<file path="config.mk">
export PLATFORM = sky130hd
export DESIGN_NAME = encrypt_pipe_shift_flat
export DESIGN_NICKNAME = d
export VERILOG_FILES = /design/src/rtl/enc_dec_pkg.sv /design/src/rtl/encrypt_pipe_shift_if.sv /design/src/rtl/encrypt_pipe_shift_alpha_slot_enc.sv /design/src/rtl/encrypt_pipe_shift.sv /design/src/flat_wrapper.sv
export SDC_FILE = /design/constraint.sdc
export NUM_CORES = 1
export LEC_CHECK = 0
export BUFFER_PORTS_ARGS = -buffer_cell sky130_fd_sc_hd__buf_4
export CAP_MARGIN = 5
export CORE_MARGIN = 1.5
export CORE_UTILIZATION = 54
export CTS_BUF_LIST = sky130_fd_sc_hd__clkbuf_4 sky130_fd_sc_hd__clkbuf_8 sky130_fd_sc_hd__clkbuf_16
export CTS_CLUSTER_SIZE = 20
export DETAILED_ROUTE_END_ITERATION = 10
export PLACE_DENSITY = 0.79
export SYNTH_ARGS = -nofsm -noshare
export SYNTH_HDL_FRONTEND = slang
export SYNTH_SLANG_ARGS = --single-unit
</file>
<file path="constraint.sdc">
create_clock -name clk -period 2.4 [get_ports clk]
set_input_delay 0.24 -clock clk [delete_from_list [all_inputs] [get_ports clk]]
set_output_delay 0.24 -clock clk [all_outputs]
set_load 0.005 [all_outputs]
</file>
<file path="src/rtl/enc_dec_pkg.sv">
// rtl/enc_dec_pkg.sv - shared constants, types and helpers for the shift-cipher encrypt/decrypt path
package enc_dec_pkg;

    localparam int ASCII_UA      = 65;
    localparam int ASCII_LA      = 97;
    localparam int ALPHA_N       = 26;
    localparam int EXT_W         = 32;
    localparam int FOLD_W        = 6;
    localparam int LOW_SLOT_BASE = 20;
    localparam int AMT_MOD       = 7;

    typedef logic [EXT_W-1:0] ext_word_t;
    typedef logic [2:0]       amt_t;

    typedef struct packed {
        logic       valid;
        logic       upper;
        logic       lower;
        logic       alpha;
        logic       err;
        logic [4:0] pos;
        logic [7:0] data;
        amt_t       amt;
    } stage1_t;

    // Operands are at most 7 and 6, so a single conditional subtract is enough.
    function automatic amt_t mod7_add(input amt_t a, input amt_t b);
        logic [3:0] sum;
        sum = {1'b0, a} + {1'b0, b};
        if (sum >= 4'(AMT_MOD))
            sum = sum - 4'(AMT_MOD);
        return sum[2:0];
    endfunction

endpackage

</file>
<file path="src/rtl/encrypt_pipe_shift_if.sv">
// rtl/encrypt_pipe_shift_if.sv - byte-in / extended-word-out bus of the encrypt shift stage
interface encrypt_pipe_shift_if;
    import enc_dec_pkg::*;

    logic       en;
    logic [7:0] din;
    logic       mode;
    logic       shift_en;
    amt_t       shift_amt;
    logic [2:0] rot_freq;

    logic       en_out;
    ext_word_t  ext_out;
    logic       is_upper;
    logic       is_lower;
    amt_t       amt_out;
    logic       amt_err;

    modport master (
        output en, din, mode, shift_en, shift_amt, rot_freq,
        input  en_out, ext_out, is_upper, is_lower, amt_out, amt_err
    );

    modport slave (
        input  en, din, mode, shift_en, shift_amt, rot_freq,
        output en_out, ext_out, is_upper, is_lower, amt_out, amt_err
    );

endinterface

</file>
<file path="src/rtl/encrypt_pipe_shift_alpha_slot_enc.sv">
// rtl/encrypt_pipe_shift_alpha_slot_enc.sv - classifies an ASCII byte and maps letters to their extended-word slot
module alpha_slot_enc
    import enc_dec_pkg::*;
(
    input  logic [7:0] din,
    output logic       upper,
    output logic       lower,
    output logic [4:0] pos
);

    logic [4:0] p;

    always_comb begin
        upper = (din >= 8'(ASCII_UA)) && (din < 8'(ASCII_UA + ALPHA_N));
        lower = (din >= 8'(ASCII_LA)) && (din < 8'(ASCII_LA + ALPHA_N));
        p     = '0;
        pos   = '0;
        if (upper)
            p = 5'(din - 8'(ASCII_UA));
        else if (lower)
            p = 5'(din - 8'(ASCII_LA));
        // Last six letters fold into the low slots so the shifted bit never leaves the word.
        if (upper || lower) begin
            if (p < 5'(LOW_SLOT_BASE))
                pos = p + 5'(FOLD_W);
            else
                pos = p - 5'(LOW_SLOT_BASE);
        end
    end

endmodule

</file>
<file path="src/rtl/encrypt_pipe_shift.sv">
// rtl/encrypt_pipe_shift.sv - two-stage encrypt shift stage with rotating per-letter shift amount
module encrypt_pipe_shift
    import enc_dec_pkg::*;
(
    input  logic                 clk,
    input  logic                 rst,
    encrypt_pipe_shift_if.slave  bus
);

    logic       accept;
    logic       upper_c;
    logic       lower_c;
    logic [4:0] pos_c;
    logic       err_c;
    logic       alpha_c;
    amt_t       eff_c;

    logic [2:0] count;
    logic [2:0] count_next;
    amt_t       step;
    amt_t       step_next;

    stage1_t    s1;
    logic [4:0] slot;

    logic       en_out_q;
    ext_word_t  ext_out_q;
    logic       is_upper_q;
    logic       is_lower_q;
    amt_t       amt_out_q;
    logic       amt_err_q;

    alpha_slot_enc u_slot (
        .din   (bus.din),
        .upper (upper_c),
        .lower (lower_c),
        .pos   (pos_c)
    );

    assign accept  = bus.en & ~bus.mode;
    assign err_c   = (bus.shift_amt == 3'd7);
    assign alpha_c = (upper_c | lower_c) & bus.shift_en & ~err_c;
    assign eff_c   = mod7_add(bus.shift_amt, step);

    // Compare with ">=" so a lowered rot_freq wraps on the very next letter.
    always_comb begin
        count_next = count;
        step_next  = step;
        if (accept && alpha_c && (bus.rot_freq != 3'd0)) begin
            if (({1'b0, count} + 4'd1) >= {1'b0, bus.rot_freq}) begin
                count_next = '0;
                step_next  = mod7_add(step, 3'd1);
            end else begin
                count_next = count + 3'd1;
            end
        end
    end

    always_ff @(posedge clk or negedge rst) begin
        if (!rst) begin
            count <= '0;
            step  <= '0;
        end else begin
            count <= count_next;
            step  <= step_next;
        end
    end

    always_ff @(posedge clk or negedge rst) begin
        if (!rst) begin
            s1 <= '0;
        end else begin
            s1.valid <= accept;
            s1.upper <= upper_c;
            s1.lower <= lower_c;
            s1.alpha <= alpha_c;
            s1.err   <= err_c;
            s1.pos   <= pos_c;
            s1.data  <= bus.din;
            s1.amt   <= eff_c;
        end
    end

    assign slot = s1.pos + 5'(s1.amt);

    always_ff @(posedge clk or negedge rst) begin
        if (!rst) begin
            en_out_q   <= 1'b0;
            ext_out_q  <= '0;
            is_upper_q <= 1'b0;
            is_lower_q <= 1'b0;
            amt_out_q  <= '0;
            amt_err_q  <= 1'b0;
        end else begin
            en_out_q   <= s1.valid;
            is_upper_q <= s1.valid & s1.alpha & s1.upper;
            is_lower_q <= s1.valid & s1.alpha & s1.lower;
            amt_err_q  <= s1.valid & s1.err;
            amt_out_q  <= s1.valid ? s1.amt : '0;
            if (!s1.valid)
                ext_out_q <= '0;
            else if (s1.alpha)
                ext_out_q <= ext_word_t'(1) << slot;
            else
                ext_out_q <= {24'b0, s1.data};
        end
    end

    assign bus.en_out   = en_out_q;
    assign bus.ext_out  = ext_out_q;
    assign bus.is_upper = is_upper_q;
    assign bus.is_lower = is_lower_q;
    assign bus.amt_out  = amt_out_q;
    assign bus.amt_err  = amt_err_q;

endmodule

</file>
<file path="src/flat_wrapper.sv">
// flat-port wrapper written by rule: the top's interface ports become plain ports
module encrypt_pipe_shift_flat import enc_dec_pkg::*;
  (clk, rst, bus_en, bus_din, bus_mode, bus_shift_en, bus_shift_amt, bus_rot_freq, bus_en_out, bus_ext_out, bus_is_upper, bus_is_lower, bus_amt_out, bus_amt_err);
  encrypt_pipe_shift_if bus_i ();
  input  logic clk;
  input  logic rst;
  input wire logic [$bits(bus_i.en)-1:0] bus_en;
  input wire logic [$bits(bus_i.din)-1:0] bus_din;
  input wire logic [$bits(bus_i.mode)-1:0] bus_mode;
  input wire logic [$bits(bus_i.shift_en)-1:0] bus_shift_en;
  input wire logic [$bits(bus_i.shift_amt)-1:0] bus_shift_amt;
  input wire logic [$bits(bus_i.rot_freq)-1:0] bus_rot_freq;
  output wire logic [$bits(bus_i.en_out)-1:0] bus_en_out;
  output wire logic [$bits(bus_i.ext_out)-1:0] bus_ext_out;
  output wire logic [$bits(bus_i.is_upper)-1:0] bus_is_upper;
  output wire logic [$bits(bus_i.is_lower)-1:0] bus_is_lower;
  output wire logic [$bits(bus_i.amt_out)-1:0] bus_amt_out;
  output wire logic [$bits(bus_i.amt_err)-1:0] bus_amt_err;
  assign bus_i.en = bus_en;
  assign bus_i.din = bus_din;
  assign bus_i.mode = bus_mode;
  assign bus_i.shift_en = bus_shift_en;
  assign bus_i.shift_amt = bus_shift_amt;
  assign bus_i.rot_freq = bus_rot_freq;
  assign bus_en_out = bus_i.en_out;
  assign bus_ext_out = bus_i.ext_out;
  assign bus_is_upper = bus_i.is_upper;
  assign bus_is_lower = bus_i.is_lower;
  assign bus_amt_out = bus_i.amt_out;
  assign bus_amt_err = bus_i.amt_err;
  encrypt_pipe_shift u_core (.clk(clk), .rst(rst), .bus(bus_i));
endmodule
</file>
==> results of run 1 <==
[final timing paths]
kind	cells after the start	slack [ns]	start	to
hold reg to reg	1	0.46	u_core.s1[16]	u_core.bus.amt_err
setup reg to reg	7	0.14	u_core.s1[0]	u_core.bus.ext_out[7]
min in group clk	1	0.02	bus_din[6]	u_core.s1[9]
max in group asynchronous	1	1.91	rst	u_core.s1[12]
hold / removal	1	-0.01	rst	u_core.bus.ext_out[10]
setup / recovery	7	0.14	u_core.s1[0]	u_core.bus.ext_out[7]
[power groups by stage]
| stage | clock, mW | sequential (mW) | combinational (mW) |
|---|---|---|---|
| after global routing | 1.07 | 1.28 | 0.815 |
| final | 0.996 | 1.27 | 0.715 |
| after CTS | 1.02 | 1.28 | 0.717 |
| after global placement | 0 | 1.29 | 0.684 |
| after detailed placement | 0 | 1.30 | 0.713 |
| after floorplan | 0 | 1.27 | 0.509 |
[registers in the layout (all words and copies together), names as in the netlist]
name and cells:
u_core.bus.amt_out 3, u_core.step 3, u_core.s1 21, u_core.count 3
u_core.bus.is_lower 1, u_core.bus.ext_out 32, u_core.bus.is_upper 1, u_core.bus.en_out 1
u_core.bus.amt_err 1
[worst max-delay path, cell delays in order, from the launching register on]
cell and delay, ns:
sky130_fd_sc_hd__dfrtp_1 0.39, sky130_fd_sc_hd__ha_1 0.23, sky130_fd_sc_hd__fa_1 0.41, sky130_fd_sc_hd__a21oi_1 0.29, sky130_fd_sc_hd__or3_1 0.18, sky130_fd_sc_hd__nand3_1 0.19, sky130_fd_sc_hd__nor2_1 0.31, sky130_fd_sc_hd__a32o_1 0.21
[placed cells by master, fill, tap and decap left out, drive strengths merged, types with 2 or more instances in the layout]
| cell | netlist | layout |
|---|---|---|
| fa | 2 | 2 |
| a31oi | 2 | 2 |
| ha | 18 | 18 |
| clkinvlp | 0 | 2 |
| dfrtp | 66 | 66 |
| nand3 | 4 | 4 |
| a21oi | 7 | 7 |
| a32o | 2 | 2 |
| nor2b | 7 | 7 |
| nand2 | 9 | 9 |
| clkbuf | 2 | 9 |
| a21o | 3 | 3 |
| clkinv | 0 | 3 |
| and3 | 5 | 5 |
| or3 | 2 | 2 |
| nor2 | 37 | 37 |
| xnor2 | 9 | 9 |
| nand2b | 5 | 5 |
| and2 | 5 | 5 |
| nor3 | 6 | 6 |
| a211oi | 4 | 4 |
| bufinv | 0 | 2 |
| or2 | 4 | 4 |
| o31ai | 2 | 2 |
| o21ai | 6 | 6 |
| mux2i | 3 | 3 |
| mux2 | 2 | 2 |
| a22o | 6 | 6 |
| o211ai | 3 | 3 |
| buf | 2 | 61 |
| inv | 12 | 12 |
| xor2 | 2 | 2 |
[final cells by class]
cell class / count / share of cell area, %
clock buffers: 9 / 3.39
repair buffers: 61 / 12.5
clock inverters: 7 / 2.57
well taps: 70 / 2.39
multi-input cells: 167 / 32.7
flip-flops and latches: 66 / 45.2
inverters: 12 / 1.23
[per-stage QoR]
| stage | worst slack (ns) | hold WS (ns) |
|---|---|---|
| finish | 0.135 | -0.0125 |
| global placement | 0.0739 | 0.361 |
| floorplan | 0.0796 | -0.0556 |
| detailed placement | 0.0169 | 0.361 |
| global route | 0.0538 | 0.00615 |
| CTS | 0.133 | 0.00102 |
[routing by layer]
| metal | up-vias | part of all wire (%) |
|---|---|---|
| li1 | 993 | - |
| met1 | 1015 | 40 |
| met2 | 63 | 53 |
| met3 | 21 | 4.1 |
| met4 | 0 | 2.4 |
| met5 | - | 0 |
[kinds of logic (layout without fill, tap and decap cells)]
logic type	Yosys count	count (layout)
simple gates	90	90
flops	66	66
compound gates	41	41
fa+ha+maj	20	20
buf+inv	16	89
xor+xnor	11	11
mux	5	5
==> impl_summary.txt, run 1 <==
----------------------------------------------------
[Status]
  Status ... finished with violations
  Violations in the final reports ... hold timing

[Yosys]
  Async S/R FF share, synth ... 100%
  Avg Inst Size Synth ... 11.7 um2
  Commonest cells in the netlist ... sky130_fd_sc_hd__dfrtp_1, sky130_fd_sc_hd__nor2_1, sky130_fd_sc_hd__ha_1, sky130_fd_sc_hd__inv_1
  Largest family of logic cells by synthesized area ... simple AND/OR/NAND/NOR gates
  Adder and majority gate portion of the synthesized area ... 9.12%
  Most instantiated flip-flop cell in the synthesis netlist ... sky130_fd_sc_hd__dfrtp_1
  Library cell occupying the most area in the post-synthesis netlist ... sky130_fd_sc_hd__dfrtp_1
  Share of synthesized area spent on multiplexers ... 2.24%
  Post-synthesis simple-gate area fraction ... 15.8%
  Net count after synthesis ... 288
  Cells after synthesis ... 249
  FF+latch count, synth ... 66
  Most common cell in the netlist ... sky130_fd_sc_hd__dfrtp_1
  Cells taking the most area after synthesis ... sky130_fd_sc_hd__dfrtp_1, sky130_fd_sc_hd__ha_1, sky130_fd_sc_hd__nor2_1
  Xor and xnor fraction of the mapped netlist area ... 3.31%
  Number of synthesized flops with an enable pin ... 0
  Portion of the post-synthesis area used by sequential elements ... 56.8%
  Yosys warning count ... 0
  Post-Synthesis Cell Area ... 2910 um2
  Synthesized-area fraction occupied by ao, oa, aoi and oai cells ... 10.6%
  Portion of synthesized cell area occupied by the leading cell type ... 56.8%
  Number of distinct library cells after synthesis ... 48

[Clock tree]
  Insertion delay to the later sink of the worst-skew pair ... 0.33 ns
  Number of clock sinks seen by CTS ... 66
  Clock Tree Buf Depth ... 2
  Number of hold buffers added after cts ... 0
  Number of gates resized after CTS ... 0
  Clock transition at path regs ... 0.07 ns
  Clock tree root buffer cell ... sky130_fd_sc_hd__clkbuf_8
  CTS tree ... done
  Total clock buffers created by CTS ... 9
  Post-CTS Setup Inserts ... 0
  Count of H-tree levels built during CTS ... 3

[Detailed routing]
  # DRC ... 0
  Iteration-0 DRC Markers ... 175
  Drt pass-1 iters ... 4
  Number of vias per cell after detailed routing ... 5.34
  Antenna Nets Post-Route ... 0
  Number of vias after detailed routing ... 2092
  Routed Wire Length ... 5.35 mm
  Average wire length per cell after detail routing ... 13.6 um

[Cells and area]
  Multi-input gate area ... 1200 um2
  Final Net Count ... 356
  Storage cell area ... 1650 um2
  Layout cells sized above 1 ... 26.7%
  Final instance count without filler cells ... 392
  Final core utilization ... 71.2%
  Count of fill cells added during filler insertion ... 370
  Antenna diodes ... 0
  Area growth from synthesis to layout ... 25.8%
  Fin area ... 3660 um2

[Pwr]
  Post-layout total power ... 2.99 mW
  Switching power share of the total ... 29.8%
  Leakage ... 1.82 nW
  Pwr/cell area ... 816 nW/um2
  Gate power share ... 24.0%
  Maximum resistive drop on vdd ... 429 uV
  Fraction of power consumed by sequential logic ... 42.7%
  Internal power ... 2.10 mW
  Clock network power share ... 33.4%
  Net switching power ... 0.890 mW

[GRT]
  Grt ovf ... 0
  Fraction of met2 tracks used by global routing ... 35.8%
  Number of antenna violations at the first check in global routing ... 0
  GRT Total Usage ... 19.7%
  Largest net degree at the start of global routing ... 67
  Wire length of the first global-routing pass ... 8.95 mm
  GRT met3 Usage ... 5.03%
  Number of global-route vias before repair ... 2028
  GR peak layer ... met2
  Met1 track demand over resource in global routing ... 21.8%

[Critical path]
  WP data arrival ... 2.53 ns
  Largest fanout on the critical path ... 5
  Crit path kind ... register to register
  Startpoint types ... register
  Crit path required time ... 2.67 ns
  Nature of the critical path endpoint ... register

[Placement]
  Number of port buffers ... 57
  Weighted congestion reported at the end of routability-driven placement ... 0.822
  Detail Placement HPWL ... 3.84 mm
  Number of cells after detailed placement ... 376
  Placed cell area ... 3440 um2

[Timing]
  Final max-slew violation count ... 0
  Final setup TNS ... 0 ns
  Number of failing hold endpoints at the final stage ... 14
  Max-Slew Margin vs Limit ... 48.3%
  Least-Margin Pin Slew ... 0.776 ns
  RSZ-0062 raised after global routing ... no
  Fraction of the cycle the final worst path needs ... 94.4%
  Maximum clock frequency ... 442 MHz
  Maximum clock skew at final layout ... 0.00589 ns
  Hold Worst Slack ... -0.0125 ns
  Endpoints failing setup ... 0
  Minimum period implied by the final worst setup slack ... 2.26 ns

[Floorplanning]
  Die H ... 76.4 um
  Core box area ... 5140 um2
  Row count ... 26
  Floorplan die area ... 5830 um2
  Top Ports ... 58
  DIE WIDTH ... 76.4 um
  Initial cell density of the core ... 56.6%

[Worst hold path]
  Class of the tightest hold or removal check ... primary input to async pin

[Flow run]
  Number of max-capacitance violations reported ... 0

----------------------------------------------------
Note: power is estimated with default switching activity, not from simulation.
==> run 2, diff against run 1 <==
- ABC_AREA: not set -> 1
- CORE_UTILIZATION: 54 -> 55
- SYNTH_HIERARCHICAL: not set -> 1
==> run 2 against run 1 <==
Effect of this change: the flow still finishes with violations (hold timing); area after synthesis increased by 10%; sequential share of layout area down 2.6 points; first-iteration DRC count down 32%; synthesized cell count up 43%; final area is 6.2% higher; final cell count is 27% higher; sequential power is essentially flat; largest cell class unchanged; combinational power rose by 6.4%; non-clock buffer count shrank 3; via count is 15% higher.
==> impl_summary.txt, run 2 <==
----------------------------------------------------
[GRT]
  Largest net degree at the start of global routing ... 67
  Number of antenna violations at the first check in global routing ... 0
  Wire length of the first global-routing pass ... 9.75 mm
  GRT Total Usage ... 20.7%
  Number of global-route vias before repair ... 2246
  Grt ovf ... 0

[Critical path]
  Startpoint types ... register
  Crit path required time ... 2.66 ns
  WP data arrival ... 2.36 ns
  Nature of the critical path endpoint ... register
  Crit path launch ... u_core/s1[0]
  Crit path kind ... register to register
  RR Startpoint ... u_core/s1[0]
  Largest fanout on the critical path ... 5

[Worst hold path]
  Class of the tightest hold or removal check ... primary input to async pin

[Yosys]
  Post-Synthesis Cell Area ... 3200 um2
  Async S/R FF share, synth ... 100%
  FF+latch count, synth ... 66
  Portion of synthesized cell area occupied by the leading cell type ... 51.6%
  Library cell occupying the most area in the post-synthesis netlist ... sky130_fd_sc_hd__dfrtp_1
  Cells taking the most area after synthesis ... sky130_fd_sc_hd__dfrtp_1, sky130_fd_sc_hd__nand2_1, sky130_fd_sc_hd__ha_1
  Portion of the post-synthesis area used by sequential elements ... 51.6%
  Most instantiated flip-flop cell in the synthesis netlist ... sky130_fd_sc_hd__dfrtp_1
  Net count after synthesis ... 394
  Commonest cells in the netlist ... sky130_fd_sc_hd__nand2_1, sky130_fd_sc_hd__dfrtp_1, sky130_fd_sc_hd__inv_1, sky130_fd_sc_hd__nor2_1, sky130_fd_sc_hd__nand3_1
  Cells after synthesis ... 355
  Number of distinct library cells after synthesis ... 28
  Number of synthesized flops with an enable pin ... 0
  Yosys warning count ... 6
  Most common cell in the netlist ... sky130_fd_sc_hd__nand2_1
  Avg Inst Size Synth ... 9.02 um2

[Cells and area]
  Commonest cells after routing, fill and taps aside ... sky130_fd_sc_hd__nand2_1, sky130_fd_sc_hd__dfrtp_1, sky130_fd_sc_hd__buf_4
  Final instance count without filler cells ... 497
  Commonest non-fill, non-tap cell in the layout ... sky130_fd_sc_hd__nand2_1
  Count of fill cells added during filler insertion ... 453
  Fin area ... 3880 um2
  Area growth from synthesis to layout ... 21.2%
  Layout cells sized above 1 ... 26.1%
  Final Net Count ... 461
  Flip-flop count of the largest register, all copies and words added ... 32
  Antenna diodes ... 0

[Floorplanning]
  Core box area ... 5570 um2
  Initial cell density of the core ... 57.5%
  Row count ... 27
  Die H ... 79.3 um
  DIE WIDTH ... 79.3 um
  Top Ports ... 58
  Floorplan die area ... 6290 um2

[Timing]
  Fraction of the cycle the final worst path needs ... 87.3%
  Final setup TNS ... 0 ns
  Number of failing hold endpoints at the final stage ... 48
  Final max-slew violation count ... 0
  RSZ-0062 raised after global routing ... no
  Maximum clock skew at final layout ... 0.00911 ns
  Minimum period implied by the final worst setup slack ... 2.10 ns
  Least-Margin Pin Slew ... 0.759 ns
  Hold Worst Slack ... -0.0171 ns
  Max-Slew Margin vs Limit ... 49.4%
  Maximum clock frequency ... 477 MHz
  Endpoints failing setup ... 0

[Clock tree]
  Clock tree root buffer cell ... sky130_fd_sc_hd__clkbuf_8
  Clock Tree Buf Depth ... 2
  Insertion delay to the later sink of the worst-skew pair ... 0.34 ns
  Count of H-tree levels built during CTS ... 3
  CTS tree ... done
  Clock transition at path regs ... 0.06 ns
  Number of hold buffers added after cts ... 0
  Number of clock sinks seen by CTS ... 66
  Post-CTS Setup Inserts ... 0
  Total clock buffers created by CTS ... 9
  Number of gates resized after CTS ... 0

[Detailed routing]
  Average wire length per cell after detail routing ... 11.4 um
  Number of vias per cell after detailed routing ... 4.85
  Antenna Nets Post-Route ... 0
  Number of vias after detailed routing ... 2409
  # DRC ... 0
  Drt pass-1 iters ... 4
  Routed Wire Length ... 5.69 mm
  Iteration-0 DRC Markers ... 119

[Placement]
  Number of cells after detailed placement ... 483
  Detail Placement HPWL ... 4.35 mm
  Weighted congestion reported at the end of routability-driven placement ... 0.844
  Placed cell area ... 3710 um2
  Number of port buffers ... 57

[Flow run]
  Number of max-capacitance violations reported ... 0

[Pwr]
  Pwr/cell area ... 735 nW/um2
  Maximum resistive drop on vdd ... 376 uV
  Leakage ... 2.09 nW

[Status]
  Violations in the final reports ... hold timing
  Status ... finished with violations

----------------------------------------------------
==> run 2: changes by cell type after synthesis, moves of 6 or more <==
| cell | before | now |
|---|---|---|
| sky130_fd_sc_hd__nor3_2 | 0 | 8 |
| sky130_fd_sc_hd__nand2_1 | 9 | 93 |
| sky130_fd_sc_hd__nor2b_1 | 7 | 0 |
| sky130_fd_sc_hd__a22o_1 | 6 | 0 |
| sky130_fd_sc_hd__nand3_1 | 4 | 27 |
| sky130_fd_sc_hd__nor2_2 | 1 | 8 |
| sky130_fd_sc_hd__xnor2_1 | 9 | 2 |
| sky130_fd_sc_hd__inv_2 | 0 | 6 |
| sky130_fd_sc_hd__inv_1 | 12 | 49 |
==> run 2: power by group <==
group | switching (mW) | internal, mW | leakage (nW)
clock | 0.367 | 0.473 | 0.0952
combinational | 0.497 | 0.263 | 1.11
sequential | 0.0629 | 1.19 | 0.882
total | 0.927 | 1.92 | 2.09
==> run 2: per-layer routing <==
metal	wire (um)	global-route usage (%)	vias to the layer above	share of wire (%)
li1	-	-	1230	-
met1	2470	24.9	1096	44
met2	2760	33.9	67	49
met3	263	4.02	16	4.6
met4	191	13.0	0	3.4
met5	0	0	-	0
==> run 2: cell type report <==
class	count	area (um2)	share of cell area [%]
clock inverter	4	45.0	1.16
timing repair buffer	58	435	11.2
multi-input combinational	230	1310	33.8
sequential	66	1650	42.5
clock buffer	10	131	3.38
tap	72	90.1	2.32
inverter	57	218	5.61
==> run 2: cells by family (layout without fill, tap and decap cells) <==
logic type / count (synthesis) / count (layout) / share of synthesized area [%]
fa+ha+maj: 20 / 20 / 8.28
simple gates: 194 / 194 / 29.5
compound gates: 12 / 12 / 2.11
flops: 66 / 66 / 51.6
buf+inv: 59 / 129 / 7.50
xor+xnor: 4 / 4 / 1.09
==> run 2: critical path, stage by stage, from the launching register on <==
cell                      delay (ns)
sky130_fd_sc_hd__dfrtp_1        0.38
sky130_fd_sc_hd__ha_1           0.21
sky130_fd_sc_hd__inv_1          0.07
sky130_fd_sc_hd__fa_1           0.65
sky130_fd_sc_hd__inv_2          0.12
sky130_fd_sc_hd__nor3_2         0.35
sky130_fd_sc_hd__nand2_1        0.12
sky130_fd_sc_hd__nor2_1         0.13
==> run 2: stage by stage <==
step / utilization [%] / power [mW] / setup slack [ns]
6_report: 69.7 / 2.85 / 0.304
5_1_grt: 69.7 / 3.03 / 0.186
4_1_cts: 69.7 / 2.87 / 0.347
3_5_place_dp: 66.5 / 2.03 / 0.368
3_3_place_gp: 66.5 / 2.00 / 0.380
2_1_floorplan: - / 1.82 / 0.641
==> run 2: final timing paths <==
kind | cells after the start | slack (ns) | endpoint
worst min register to register | 2 | 0.44 | u_core/bus.ext_out[0]
max in group asynchronous | 1 | 1.92 | u_core/s1[4]
worst max register to register | 7 | 0.30 | u_core/bus.ext_out[28]
worst min-delay path | 1 | -0.02 | u_core/bus.en_out
worst max-delay path | 7 | 0.30 | u_core/bus.ext_out[28]
min in group clk | 1 | 0.02 | u_core/s1[10]
==> run 3, diff against run 2 <==
- SYNTH_HIERARCHICAL: 1 -> not set
==> run 3 against run 2 <==
Effect of this change: the flow still finishes with violations (hold timing); worst setup slack gained 0.055 ns; clock skew is 0.0040 ns lower; global-route usage shrank 0.52 points; fmax up 2.7%; clock-buffer cell count grew 1; power increased by 0.28%; final area fell by 4.6%; largest power group unchanged; non-clock buffer count up 1; sequential power about the same; critical path depth is 1 lower; synthesized cell count decreased by 13%; sequential cell count unchanged.
==> impl_summary.txt, run 3 <==
----------------------------------------------------
[Pwr]
  Maximum resistive drop on vdd ... 414 uV
  Pwr/cell area ... 772 nW/um2
  Leakage ... 1.96 nW

[GRT]
  Largest net degree at the start of global routing ... 67
  GRT Total Usage ... 20.1%
  Number of antenna violations at the first check in global routing ... 0
  Grt ovf ... 0
  Number of global-route vias before repair ... 2192
  Wire length of the first global-routing pass ... 9.34 mm

[Cells and area]
  Commonest cells after routing, fill and taps aside ... sky130_fd_sc_hd__dfrtp_1, sky130_fd_sc_hd__nand2_1, sky130_fd_sc_hd__buf_4
  Antenna diodes ... 0
  Layout cells sized above 1 ... 27.1%
  Area growth from synthesis to layout ... 23.1%
  Commonest non-fill, non-tap cell in the layout ... sky130_fd_sc_hd__dfrtp_1
  Flip-flop count of the largest register, all copies and words added ... 32
  Final instance count without filler cells ... 450
  Multi-input gate area ... 1190 um2
  Final Net Count ... 416
  Storage cell area ... 1650 um2
  Fin area ... 3700 um2
  Count of fill cells added during filler insertion ... 390

[Critical path]
  Number of cells on the worst reg-to-reg path ... 6
  Startpoint types ... register
  Nature of the critical path endpoint ... register
  Crit path required time ... 2.63 ns
  Worst R2R Setup Slack ... 0.36 ns
  WP data arrival ... 2.27 ns
  Reg2reg end ... u_core.bus.ext_out[3]
  Crit path kind ... register to register
  RR Startpoint ... u_core.s1[0]
  Largest fanout on the critical path ... 5

[Status]
  Status ... finished with violations
  Violations in the final reports ... hold timing

[Yosys]
  Yosys warning count ... 0
  Portion of the post-synthesis area used by sequential elements ... 54.9%
  Net count after synthesis ... 349
  FF+latch count, synth ... 66
  Number of distinct library cells after synthesis ... 33
  Avg Inst Size Synth ... 9.71 um2
  Post-Synthesis Cell Area ... 3010 um2
  Library cell occupying the most area in the post-synthesis netlist ... sky130_fd_sc_hd__dfrtp_1
  Most instantiated flip-flop cell in the synthesis netlist ... sky130_fd_sc_hd__dfrtp_1
  Number of synthesized flops with an enable pin ... 0
  Cells taking the most area after synthesis ... sky130_fd_sc_hd__dfrtp_1, sky130_fd_sc_hd__nand2_1, sky130_fd_sc_hd__ha_1
  Xor and xnor fraction of the mapped netlist area ... 2.04%
  Largest family of logic cells by synthesized area ... simple AND/OR/NAND/NOR gates
  Most common cell in the netlist ... sky130_fd_sc_hd__dfrtp_1
  Post-synthesis simple-gate area fraction ... 23.2%
  Share of synthesized area spent on multiplexers ... 0%
  Adder and majority gate portion of the synthesized area ... 8.81%
  Cells after synthesis ... 310
  Commonest cells in the netlist ... sky130_fd_sc_hd__dfrtp_1, sky130_fd_sc_hd__nand2_1, sky130_fd_sc_hd__nor2_1, sky130_fd_sc_hd__inv_1, sky130_fd_sc_hd__nand3_1
  Async S/R FF share, synth ... 100%
  Synthesized-area fraction occupied by ao, oa, aoi and oai cells ... 5.44%
  Portion of synthesized cell area occupied by the leading cell type ... 54.9%

[Clock tree]
  Clock Tree Buf Depth ... 2
  Clock transition at path regs ... 0.06 ns
  CTS tree ... done
  Number of clock sinks seen by CTS ... 66
  Number of hold buffers added after cts ... 0
  Insertion delay to the later sink of the worst-skew pair ... 0.32 ns
  Post-CTS Setup Inserts ... 0
  Total clock buffers created by CTS ... 9
  Clock tree root buffer cell ... sky130_fd_sc_hd__clkbuf_8
  Count of H-tree levels built during CTS ... 3

[Placement]
  Weighted congestion reported at the end of routability-driven placement ... 0.838
  Placed cell area ... 3510 um2
  Number of port buffers ... 57
  Detail Placement HPWL ... 4.09 mm
  Number of cells after detailed placement ... 436

[Floorplanning]
  DIE WIDTH ... 77.0 um
  Top Ports ... 58
  Floorplan die area ... 5930 um2
  Initial cell density of the core ... 57.8%
  Row count ... 26
  Core box area ... 5200 um2
  Die H ... 77.0 um

[Timing]
  Maximum clock frequency ... 490 MHz
  Endpoints failing setup ... 0
  Fraction of the cycle the final worst path needs ... 85.1%
  Maximum clock skew at final layout ... 0.00515 ns
  Final max-slew violation count ... 0
  Number of failing hold endpoints at the final stage ... 32
  Least-Margin Pin Slew ... 0.752 ns
  Final setup TNS ... 0 ns
  RSZ-0062 raised after global routing ... no
  Minimum period implied by the final worst setup slack ... 2.04 ns
  Hold Worst Slack ... -0.0117 ns
  Max-Slew Margin vs Limit ... 49.9%

[Detailed routing]
  Number of vias per cell after detailed routing ... 4.90
  Average wire length per cell after detail routing ... 12.0 um
  Iteration-0 DRC Markers ... 139
  # DRC ... 0
  Number of vias after detailed routing ... 2204
  Drt pass-1 iters ... 4
  Routed Wire Length ... 5.41 mm
  Antenna Nets Post-Route ... 0

[Worst hold path]
  Class of the tightest hold or removal check ... primary input to async pin

[Flow run]
  Number of max-capacitance violations reported ... 0

----------------------------------------------------
==> run 3: final cells by class <==
type / instances / area share (%)
clock buffers: 11 / 4.09
repair buffers: 59 / 12.0
well taps: 70 / 2.36
flip-flops and latches: 66 / 44.6
inverters: 38 / 3.85
multi-input cells: 203 / 32.1
clock inverters: 3 / 1.08
==> run 3: worst max-delay path by stage <==
stage / start / end / slack [ns] / cells past startpoint
after global routing: u_core.s1[0] / u_core.bus.ext_out[7] / 0.16 / 7
after detailed placement: u_core.s1[0] / u_core.bus.ext_out[17] / 0.22 / 7
after floorplan: u_core.s1[0] / u_core.bus.ext_out[21] / 0.58 / 9
final: u_core.s1[0] / u_core.bus.ext_out[3] / 0.36 / 6
after CTS: u_core.s1[0] / u_core.bus.ext_out[17] / 0.18 / 7
after global placement: u_core.s1[0] / u_core.bus.ext_out[20] / 0.29 / 7
==> run 3: per-layer routing <==
metal,track usage (%),vias to the layer above,share of wire (%)
li1,-,1117,-
met1,22.9,1022,41
met2,36.2,55,53
met3,4.05,10,4.3
met4,9.27,0,1.8
met5,0,-,0
==> run 3: report_power, final <==
part	total (mW)	switching [mW]	internal (mW)	leakage [nW]
logic	0.716	0.454	0.262	0.974
registers	1.26	0.0662	1.20	0.880
clock network	0.881	0.360	0.521	0.101
==> run 3: cells by family (layout without fill, tap and decap cells) <==
family,after synthesis,after routing
flip-flops,66,66
AND/OR/NAND/NOR,148,148
buffers and inverters,41,111
AO/OA/AOI/OAI,28,28
XOR/XNOR,7,7
adder cells (fa/ha/maj),20,20
==> run 3: critical path, stage by stage (launching register included) <==
cell                      delay (ns)
sky130_fd_sc_hd__dfrtp_1        0.38
sky130_fd_sc_hd__ha_1           0.23
sky130_fd_sc_hd__fa_1           0.60
sky130_fd_sc_hd__inv_1          0.13
sky130_fd_sc_hd__nor3_1         0.29
sky130_fd_sc_hd__nand2_1        0.12
sky130_fd_sc_hd__o21ai_0        0.21
==> run 3: what timing repair did <==
action,4_1_cts,5_1_grt
resized for setup,0,1
endpoints found under the hold margin,0,0
endpoints found under the setup margin,0,2
==> run 3: through the flow <==
step	setup slack [ns]	power [mW]	util [%]	hold WS [ns]
global route	0.163	3.04	71.2	0.0306
global placement	0.292	1.96	67.5	0.362
floorplan	0.577	1.79	-	-0.0556
finish	0.359	2.86	71.2	-0.0117
CTS	0.176	2.88	71.2	0.0157
detailed placement	0.221	2.00	67.5	0.362
